File: config.mk
export PLATFORM = sky130hd
export DESIGN_NAME = numlock_code_sender
export DESIGN_NICKNAME = d
export VERILOG_FILES = /design/src/rtl/numlock_code_sender.sv
export SDC_FILE = /design/constraint.sdc
export NUM_CORES = 1
export LEC_CHECK = 0
export CAP_MARGIN = 5
export CORE_UTILIZATION = 54
export DETAILED_ROUTE_END_ITERATION = 8
export DONT_BUFFER_PORTS = 1
export GPL_ROUTABILITY_DRIVEN = 0
export HOLD_SLACK_MARGIN = 0.03
export PLACE_DENSITY = 0.72
export RECOVER_POWER = 100
export REMOVE_ABC_BUFFERS = 1
export SYNTH_ARGS = -nofsm -noshare
export SYNTH_HDL_FRONTEND = slang
export SYNTH_SLANG_ARGS = --single-unit
File: constraint.sdc
create_clock -name clk -period 2.25 [get_ports clk]
set_input_delay 0.45 -clock clk [delete_from_list [all_inputs] [get_ports clk]]
set_output_delay 0.45 -clock clk [all_outputs]
set_load 0.01 [all_outputs]
File: src/rtl/numlock_code_sender.sv
// Plays a stored combination into the number lock as timed u/z button pulses, then waits for unlock.
// Build option NUMLOCK_SENDER_RETRY_EN: after a timeout, stay quiet and resend the whole code once.
module numlock_code_sender #(
  parameter int CODE_LEN       = 4,
  parameter int PRESS_CYCLES   = 4,
  parameter int GAP_CYCLES     = 4,
  parameter int TIMEOUT_CYCLES = 32,
  parameter int CNT_W          = 8
) (
  input  logic                clk,
  input  logic                rst,
  input  logic                start,
  input  logic [CODE_LEN-1:0] code,
  input  logic                unlock,
`ifdef NUMLOCK_SENDER_RETRY_EN
  output logic                retried,
`endif
  output logic                u,
  output logic                z,
  output logic                busy,
  output logic                done,
  output logic                success
);

  localparam int IDX_W = (CODE_LEN > 1) ? $clog2(CODE_LEN) : 1;

  localparam logic [CNT_W-1:0] CNT_ZERO     = CNT_W'(0);
  localparam logic [CNT_W-1:0] CNT_ONE      = CNT_W'(1);
  localparam logic [CNT_W-1:0] PRESS_LOAD   = CNT_W'(PRESS_CYCLES - 1);
  localparam logic [CNT_W-1:0] GAP_LOAD     = CNT_W'(GAP_CYCLES - 1);
  localparam logic [CNT_W-1:0] TIMEOUT_LOAD = CNT_W'(TIMEOUT_CYCLES - 1);
`ifdef NUMLOCK_SENDER_RETRY_EN
  localparam logic [CNT_W-1:0] REGAP_LOAD   = CNT_W'(2 * GAP_CYCLES - 1);
`endif

  localparam logic [IDX_W-1:0] IDX_ZERO = IDX_W'(0);
  localparam logic [IDX_W-1:0] IDX_ONE  = IDX_W'(1);
  localparam logic [IDX_W-1:0] IDX_MSB  = IDX_W'(CODE_LEN - 1);

  typedef enum logic [2:0] {
    ST_IDLE    = 3'd0,
    ST_PRESS   = 3'd1,
    ST_RELEASE = 3'd2,
    ST_WAIT    = 3'd3,
    ST_FIN     = 3'd4,
    ST_REGAP   = 3'd5
  } state_t;

  state_t              state_q, state_d;
  logic [CNT_W-1:0]    cnt_q, cnt_d;
  logic [IDX_W-1:0]    idx_q, idx_d;
  logic [CODE_LEN-1:0] code_q, code_d;
  logic                success_q, success_d;
  logic                u_q, u_d;
  logic                z_q, z_d;
  logic                busy_q, busy_d;
  logic                done_q, done_d;
  logic                press_d;
  logic                bit_d;
`ifdef NUMLOCK_SENDER_RETRY_EN
  logic                second_q, second_d;
  logic                retried_q, retried_d;
`endif

  // Next-state logic; the phase counter is reloaded on every state entry and counts down to zero.
  always_comb begin
    state_d   = state_q;
    cnt_d     = cnt_q;
    idx_d     = idx_q;
    code_d    = code_q;
    success_d = success_q;
`ifdef NUMLOCK_SENDER_RETRY_EN
    second_d  = second_q;
    retried_d = retried_q;
`endif
    case (state_q)
      // busy is already low in FIN, so a start there is accepted like in IDLE
      ST_IDLE, ST_FIN: begin
        if (start) begin
          state_d   = ST_PRESS;
          cnt_d     = PRESS_LOAD;
          idx_d     = IDX_MSB;
          code_d    = code;
          success_d = 1'b0;
`ifdef NUMLOCK_SENDER_RETRY_EN
          second_d  = 1'b0;
          retried_d = 1'b0;
`endif
        end else begin
          state_d = ST_IDLE;
          cnt_d   = CNT_ZERO;
        end
      end
      ST_PRESS: begin
        if (cnt_q == CNT_ZERO) begin
          state_d = ST_RELEASE;
          cnt_d   = GAP_LOAD;
        end else begin
          cnt_d = cnt_q - CNT_ONE;
        end
      end
      ST_RELEASE: begin
        if (cnt_q != CNT_ZERO) begin
          cnt_d = cnt_q - CNT_ONE;
        end else if (idx_q == IDX_ZERO) begin
          state_d = ST_WAIT;
          cnt_d   = TIMEOUT_LOAD;
        end else begin
          state_d = ST_PRESS;
          cnt_d   = PRESS_LOAD;
          idx_d   = idx_q - IDX_ONE;
        end
      end
      ST_WAIT: begin
        if (unlock) begin
          state_d   = ST_FIN;
          cnt_d     = CNT_ZERO;
          success_d = 1'b1;
        end else if (cnt_q != CNT_ZERO) begin
          cnt_d = cnt_q - CNT_ONE;
`ifdef NUMLOCK_SENDER_RETRY_EN
        end else if (!second_q) begin
          // quiet period lets the lock drop back to its initial state before the resend
          state_d   = ST_REGAP;
          cnt_d     = REGAP_LOAD;
          second_d  = 1'b1;
          retried_d = 1'b1;
`endif
        end else begin
          state_d   = ST_FIN;
          cnt_d     = CNT_ZERO;
          success_d = 1'b0;
        end
      end
`ifdef NUMLOCK_SENDER_RETRY_EN
      ST_REGAP: begin
        if (cnt_q == CNT_ZERO) begin
          state_d = ST_PRESS;
          cnt_d   = PRESS_LOAD;
          idx_d   = IDX_MSB;
        end else begin
          cnt_d = cnt_q - CNT_ONE;
        end
      end
`endif
      default: begin
        state_d = ST_IDLE;
        cnt_d   = CNT_ZERO;
      end
    endcase
  end

  // Outputs are decoded from the next state so they line up with the state register.
  always_comb begin
    press_d = (state_d == ST_PRESS);
    bit_d   = code_d[idx_d];
    u_d     = press_d & bit_d;
    z_d     = press_d & ~bit_d;
    busy_d  = (state_d != ST_IDLE) && (state_d != ST_FIN);
    done_d  = (state_d == ST_FIN);
  end

  // State and output registers with synchronous reset.
  always_ff @(posedge clk) begin
    if (rst) begin
      state_q   <= ST_IDLE;
      cnt_q     <= CNT_ZERO;
      idx_q     <= IDX_ZERO;
      code_q    <= {CODE_LEN{1'b0}};
      success_q <= 1'b0;
      u_q       <= 1'b0;
      z_q       <= 1'b0;
      busy_q    <= 1'b0;
      done_q    <= 1'b0;
`ifdef NUMLOCK_SENDER_RETRY_EN
      second_q  <= 1'b0;
      retried_q <= 1'b0;
`endif
    end else begin
      state_q   <= state_d;
      cnt_q     <= cnt_d;
      idx_q     <= idx_d;
      code_q    <= code_d;
      success_q <= success_d;
      u_q       <= u_d;
      z_q       <= z_d;
      busy_q    <= busy_d;
      done_q    <= done_d;
`ifdef NUMLOCK_SENDER_RETRY_EN
      second_q  <= second_d;
      retried_q <= retried_d;
`endif
    end
  end

  assign u       = u_q;
  assign z       = z_q;
  assign busy    = busy_q;
  assign done    = done_q;
  assign success = success_q;
`ifdef NUMLOCK_SENDER_RETRY_EN
  assign retried = retried_q;
`endif

endmodule

Word level (Yosys, flattened, before mapping). Index checks and enable logic that the tools add are counted.

Latch bits: 0. Memory bits (writable): 0. Register bits: 22. Memories kept: 0. Bits in read-only memories: 0. Input port bits: 8.

Mux-type cells: 26. Div/mod/pow operators: 0. Multipliers: 0. Bitwise operators: 3. Equal/unequal tests: 9. Reductions and logical operators: 9. Magnitude comparators: 1. $add $sub $neg: 2. Shifts and indexed selects: 0.

Operators with widths (count): 8-bit 2-to-1 mux (4); 8-bit one-hot mux with 4 select lines (1); 3-bit 2-to-1 mux (4); 3-bit one-hot mux with 4 select lines (1); 2-bit 2-to-1 mux (5); 8-bit logical NOT (1); 4-bit 2-to-1 mux (2); 8-bit nonzero test (1); 8-bit by 1-bit subtractor with 8-bit output, second input constant (1); 3-bit by 1-bit equality test with 1-bit output, second input constant (2); 3-bit by 2-bit equality test with 1-bit output, second input constant (2); 3-bit equality test, second input constant (2); 3-bit != test, second input constant (2); 1-bit 2-to-1 mux (5); 5-bit 2-to-1 mux (1); 2-bit one-hot mux with 2 select lines (1); 3-bit logical NOT (1); 2-bit by 3-bit < comparator with 1-bit output, second input constant (1); 3-bit AND reduction (1); 3-bit nonzero test (1); 1-bit AND (2); 1-bit binary-select mux with 2-bit select (1); 2-bit logical NOT (1); 2-bit != test, second input constant (1); 6 further kinds (6).

Depth between registers and ports, before layout. Gate-level depths: netlist of the first run.

Word-level depth: 8. Gate-level depth with buffers: 7. Depth with buffers taken out: 7.

Worst setup path after synthesis of the first run. No wires, ideal clock.

Path type: register to register. Start: register cnt_q[0]. End: register z_q (netlist: z). Path slack: 0.170 ns. Setup time: 0.062 ns. Stages on the path, launching flop included: 8. Clock period less this slack: 2.080 ns. Buffers on the path: 0. Required time: 2.188 ns. Arrival time: 2.018 ns. Path through: dfxtp_1 inv_1 ha_1 or3b_2 or4_1 a22oi_2 mux2i_1 nor2b_4.

Cells in the longest elaborated chain, start to end: 7. Elaborated cells on any way between the ends: 14. Those cells by class: eq/ne: 1; mux: 9; bitwise: 2; reduce/logical: 2.

Ends and longest elaborated chain: from (decl) (RTL line 50) `logic [CNT_W-1:0] cnt_q, cnt_d;`; from (signal assigned) (RTL line 181) `cnt_q <= cnt_d;`; 8-bit nonzero test (RTL line 103, 119); 2-bit 2-to-1 mux (RTL line 103) `if (cnt_q != CNT_ZERO) begin`; 2-bit one-hot mux with 2 select lines (RTL line 76) `case (state_q)`; 1-bit binary-select mux with 2-bit select (RTL line 156) `bit_d = code_d[idx_d];`; 1-bit 2-to-1 mux (not written as such) (RTL line 156); 1-bit NOT (RTL line 158) `z_d = press_d & ~bit_d;`; 1-bit AND (*) (RTL line 158); to (signal assigned) (RTL line 186) `z_q <= z_d;`; to (decl) (RTL line 55) `logic z_q, z_d;`.

Every way passes the cells marked *; elsewhere a longest branch is shown, timed or not. The select of a mux whose other input is x is not followed. A chain may end at the register's enable or synchronous reset.

Final worst setup path of the first run. Same ends and word-level chain as after synthesis.

==> flow_summary.json, run 1 <==
{
  "status": "complete, no violations",
  "timing.fmax_mhz": 474,
  "via_per_inst": 5.65,
  "route.detailed.drc": 0,
  "ys.warnings.count": 0,
  "syn-cell-area_um2": 1020,
  "fp-row-count": 15,
  "grt_pass1_vias": 773,
  "drive_gt1_frac": 0.162,
  "dp_hpwl_mm": 1.43,
  "relSlewSlack": 0.642,
  "fillers": 158,
  "initialDrtViolationCount": 12,
  "start_util": 0.587,
  "synth_seq_cells": 22,
  "irDropWorstVdd_v": 0.000821,
  "p_per_area_nw_per_um2": 1740,
  "wl_per_cell_um": 13.5,
  "drt_wl_total_mm": 1.92,
  "pin_count": 13,
  "core_um2": 1750,
  "worstSkewPairLatency_ps": 310,
  "antenna_found_initial": 0,
  "vias": 803,
  "fin_util": 0.637,
  "die_area_um2": 2080,
  "start_kind": "flip-flop",
  "cp.arrival_ps": 2370,
  "synthCells": 112,
  "cts.sinks": 22,
  "critPathSlowestCell": "or4_1",
  "nets": 128,
  "cp-end-kind": "flip-flop",
  "finalPower_mw": 1.94,
  "track_usage": 0.220,
  "cellLeakagePower_nw": 0.453,
  "ys_types": 36,
  "area_growth_pct": 8.43,
  "hp-class": "in2reg",
  "grt_max_degree": 13,
  "async_reset_ff_frac": 0,
  "critical_path_buf_inv_count": 1,
  "dr.pass1.iters": 4,
  "antenna_cells": 0,
  "mostFrequentLayoutCells": "21 x dfxtp_1, 12 x nor2_1, 8 x mux2i_1",
  "ctsLongestPathBuffers": 2,
  "finalCriticalPeriod_ps": 2110,
  "grt_overflow": 0,
  "clockRootBuffer": "clkbuf_4",
  "period_share": 0.938,
  "critPathMaxFanout": 3,
  "synth_edf_count": 0,
  "htreeDepth": 1,
  "critPathTopFamily": "simple AND/OR/NAND/NOR gates",
  "tightest_slew_ps": 532,
  "max_stage_delay_ps": 490,
  "io_buffers": 0,
  "multi_input_area_um2": 546,
  "finalSetupTns_ps": 0,
  "synth_area_per_cell_um2": 9.15,
  "path_class": "reg2reg",
  "die_w_um": 45.6,
  "final-max-slew-violation-count": 0,
  "seq_area_frac_synth": 0.430,
  "ctsHoldBuffers": 0,
  "rsz0062_at_grt": "no",
  "cp.required_ps": 2510,
  "grt_pass1_wl_mm": 3.17,
  "synthFlopType": "dfxtp_1",
  "die_h_um": 45.6,
  "finalSetupViolCount": 0,
  "final_common_cell": "dfxtp_1",
  "register_area_um2": 442,
  "cts_buffers": 3,
  "cap_violations": 0,
  "cts_tree": "done",
  "crit_chain": "inv_2 > ha_1 > or3b_4 > or4_1 > a22oi_2 > mux2i_1 > nor2b_4",
  "fin_skew_ps": 2.25,
  "hold_viol_final": 0,
  "clkTransAtPathRegs_ps": 110,
  "ant_nets": 0
}
final cells by class:
class,count,area share
Multi-Input combinational cell,80,0.491
Sequential cell,22,0.398
Timing Repair Buffer,6,0.0338
Clock buffer,4,0.0327
Tap cell,25,0.0282
Inverter,5,0.0169
synth_stat cells, types with 2 or more instances:
cell      instances  area share
nor3b_1           2       0.015
nor2_1           12       0.044
mux2i_1           8       0.078
nand3_1           3       0.015
xor2_1            2       0.017
nor4_1            4       0.024
inv_1             5       0.018
a221oi_1          2       0.017
or2_2             2       0.012
o21ai_0           3       0.015
nor3_1            4       0.020
dfxtp_1          22        0.43
or3b_2            2       0.017
ha_1              2       0.024
nand2_1           6       0.022
xnor2_1           3       0.026
nor2b_1           2       0.012
o21a_1            2       0.015
buf_2             3       0.015
a21oi_1           7       0.034
flip-flops by register name (all words and copies together) (netlist names):
signal / flops
cnt_q: 8
busy: 1
u: 1
code_q: 4
done: 1
z: 1
idx_q: 2
state_q: 3
success: 1
path summary, 6_finish.rpt:
kind	start	endpoint	slack, ps	cells past startpoint
hold / removal	rst	success	190	1
setup / recovery	cnt_q[0]	z	140	7
hold reg to reg	code_q[0]	code_q[0]	500	2
setup reg to reg	cnt_q[0]	z	140	7
what timing repair did:
item | 4_1_cts | 5_1_grt
gates resized for setup | 0 | 5
buffers inserted | 0 | 0
pin swaps | 1 | 1
setup endpoints to repair | 1 | 2
endpoints found under the hold margin | 0 | 0
where the power goes:
part / switching (mW) / internal (mW)
Clock: 0.114 / 0.0989
Combinational: 0.545 / 0.520
Sequential: 0.135 / 0.525
metrics by stage:
| step | instance area [um2] | std cells | setup slack, ps | hold slack [ps] |
|---|---|---|---|---|
| after floorplan | 1000 | 107 | 120 | 455 |
| after global placement | 1080 | 138 | 108 | 469 |
| after detailed placement | 1080 | 138 | 19.8 | 479 |
| after CTS | 1110 | 142 | 21.4 | 180 |
| after global routing | 1110 | 142 | 24.8 | 166 |
| final | 1110 | 142 | 139 | 192 |
cell families (layout without fill, tap and decap cells):
logic type | after synthesis | count (layout) | synth area share
AND/OR/NAND/NOR | 43 | 43 | 0.234
flip-flops | 22 | 22 | 0.430
AO/OA/AOI/OAI | 21 | 21 | 0.139
buffers and inverters | 10 | 15 | 0.0403
multiplexers | 9 | 9 | 0.0891
XOR/XNOR | 5 | 5 | 0.0427
adder cells (fa/ha/maj) | 2 | 2 | 0.0244
metal layers:
layer	up-vias	GRT usage	wire length (um)
met5	-	0	0
met4	0	0.152	26
met3	4	0.0595	64
met2	22	0.343	912
met1	368	0.261	921
li1	409	-	-
Power figures use the tool's default switching activity.
==> run 2, diff against run 1 <==
- CORE_UTILIZATION: 54 -> 40
- PLACE_DENSITY: 0.72 -> unset
==> flow_summary.json, run 2 (synthesized netlist as in run 1, its figures left out) <==
{
  "pin_count": 13,
  "area_growth_pct": 8.43,
  "grt_pass1_vias": 721,
  "hp-class": "in2reg",
  "critPathCapture": "z",
  "finalCriticalPeriod_ps": 2130,
  "grt_overflow": 0,
  "top_regs": "cnt_q x8, code_q x4, state_q x3",
  "die_area_um2": 2770,
  "wl_per_cell_um": 13.3,
  "timing.fmax_mhz": 470,
  "mostFrequentLayoutCells": "22 x dfxtp_1, 12 x nor2_1, 8 x mux2i_1",
  "fp-row-count": 17,
  "htreeDepth": 1,
  "r2r_slack_ps": 120,
  "drt_wl_total_mm": 1.93,
  "antenna_found_initial": 0,
  "track_usage": 0.164,
  "worstHoldStart": "rst",
  "path_class": "reg2reg",
  "finalSetupTns_ps": 0,
  "rsz0062_at_grt": "no",
  "place_inst": 142,
  "cellLeakagePower_nw": 0.455,
  "ant_nets": 0,
  "period_share": 0.946,
  "dp_hpwl_mm": 1.52,
  "post_cts_buffers": 0,
  "worstSkewPairLatency_ps": 300,
  "core_um2": 2320,
  "rr_worst_depth": 5,
  "tightest_slew_ps": 541,
  "fin_skew_ps": 5.17,
  "setup.worst_path.start": "cnt_q[5]",
  "fillers": 236,
  "ctsHoldBuffers": 0,
  "via_per_inst": 5.39,
  "route.detailed.drc": 0,
  "cap_violations": 0,
  "clkTransAtPathRegs_ps": 120,
  "final_common_cell": "dfxtp_1",
  "clockRootBuffer": "clkbuf_4",
  "r2r-start": "cnt_q[5]",
  "r2r-end": "z",
  "dr.pass1.iters": 4,
  "hold_viol_final": 0,
  "vias": 781,
  "start_util": 0.442,
  "io_buffers": 0,
  "antenna_cells": 0,
  "cp-end-kind": "flip-flop",
  "cp.arrival_ps": 2380,
  "critPathMaxFanout": 4,
  "start_kind": "flip-flop",
  "status": "complete, no violations",
  "ctsLongestPathBuffers": 2,
  "finalPower_mw": 1.90,
  "relSlewSlack": 0.639,
  "cts_buffers": 3,
  "cts.sinks": 22,
  "cts_tree": "done",
  "p_per_area_nw_per_um2": 1710,
  "irDropWorstVdd_v": 0.000770,
  "die_w_um": 52.6,
  "nets": 129,
  "top_register": "cnt_q",
  "grt_max_degree": 12,
  "grt_pass1_wl_mm": 3.31,
  "initialDrtViolationCount": 6,
  "finalNonFillerCells": 145,
  "cp.required_ps": 2500,
  "final-max-slew-violation-count": 0,
  "drive_gt1_frac": 0.162,
  "die_h_um": 52.6,
  "largest_reg_flops": 8,
  "finalSetupViolCount": 0
}
-- run 2: how the worst min path moves through the flow --
| stage | to | cells after the start |
|---|---|---|
| global route | idx_q[0] | 1 |
| CTS | success | 1 |
| finish | success | 1 |
| global placement | code_q[3] | 2 |
| detailed placement | code_q[2] | 2 |
| floorplan | code_q[2] | 2 |
-- run 2: power by group --
group	total (mW)	internal, mW	switching, mW	leakage (nW)
clock network	0.176	0.0624	0.113	0.0138
registers	0.651	0.523	0.129	0.180
logic	1.07	0.534	0.535	0.261
total	1.90	1.12	0.777	0.455
-- run 2: critical path, cell delays in order (launching register included) --
cell     delay (ps)
dfxtp_1         370
or4_4           560
or4_1           520
a22oi_2         190
mux2i_1         270
nor2b_4         170
-- run 2: routing by layer --
layer  global-route usage  vias to the layer above  routed length [um]
li1                     -                      410                   -
met5                    0                        -                   0
met1                0.229                      363                 982
met3               0.0319                        2                  46
met4               0.0658                        0                  17
met2                0.245                        6                 879
-- run 2: stage by stage --
step                 util  setup slack, ps  instance area, um2  hold WS, ps
floorplan               -              120                1000          455
global placement    0.470             80.6                1090          471
detailed placement  0.470             34.0                1090          477
CTS                 0.480             23.3                1110          190
global route        0.479             12.0                1110          184
finish              0.479              121                1110          196
-- run 2: layout make-up --
cell class / count / area (um2) / share of cell area
flip-flops and latches: 22 / 440 / 0.396
multi-input cells: 80 / 546 / 0.491
well taps: 28 / 35.0 / 0.0315
repair buffers: 7 / 48.8 / 0.0439
clock buffers: 3 / 22.5 / 0.0203
inverters: 5 / 18.8 / 0.0169
-- run 2: timing repair --
| action | in CTS | in global routing |
|---|---|---|
| endpoints found under the setup margin | 1 | 2 |
| resized for setup | 0 | 3 |
| gates cloned | 0 | 0 |
| pin swaps | 1 | 1 |
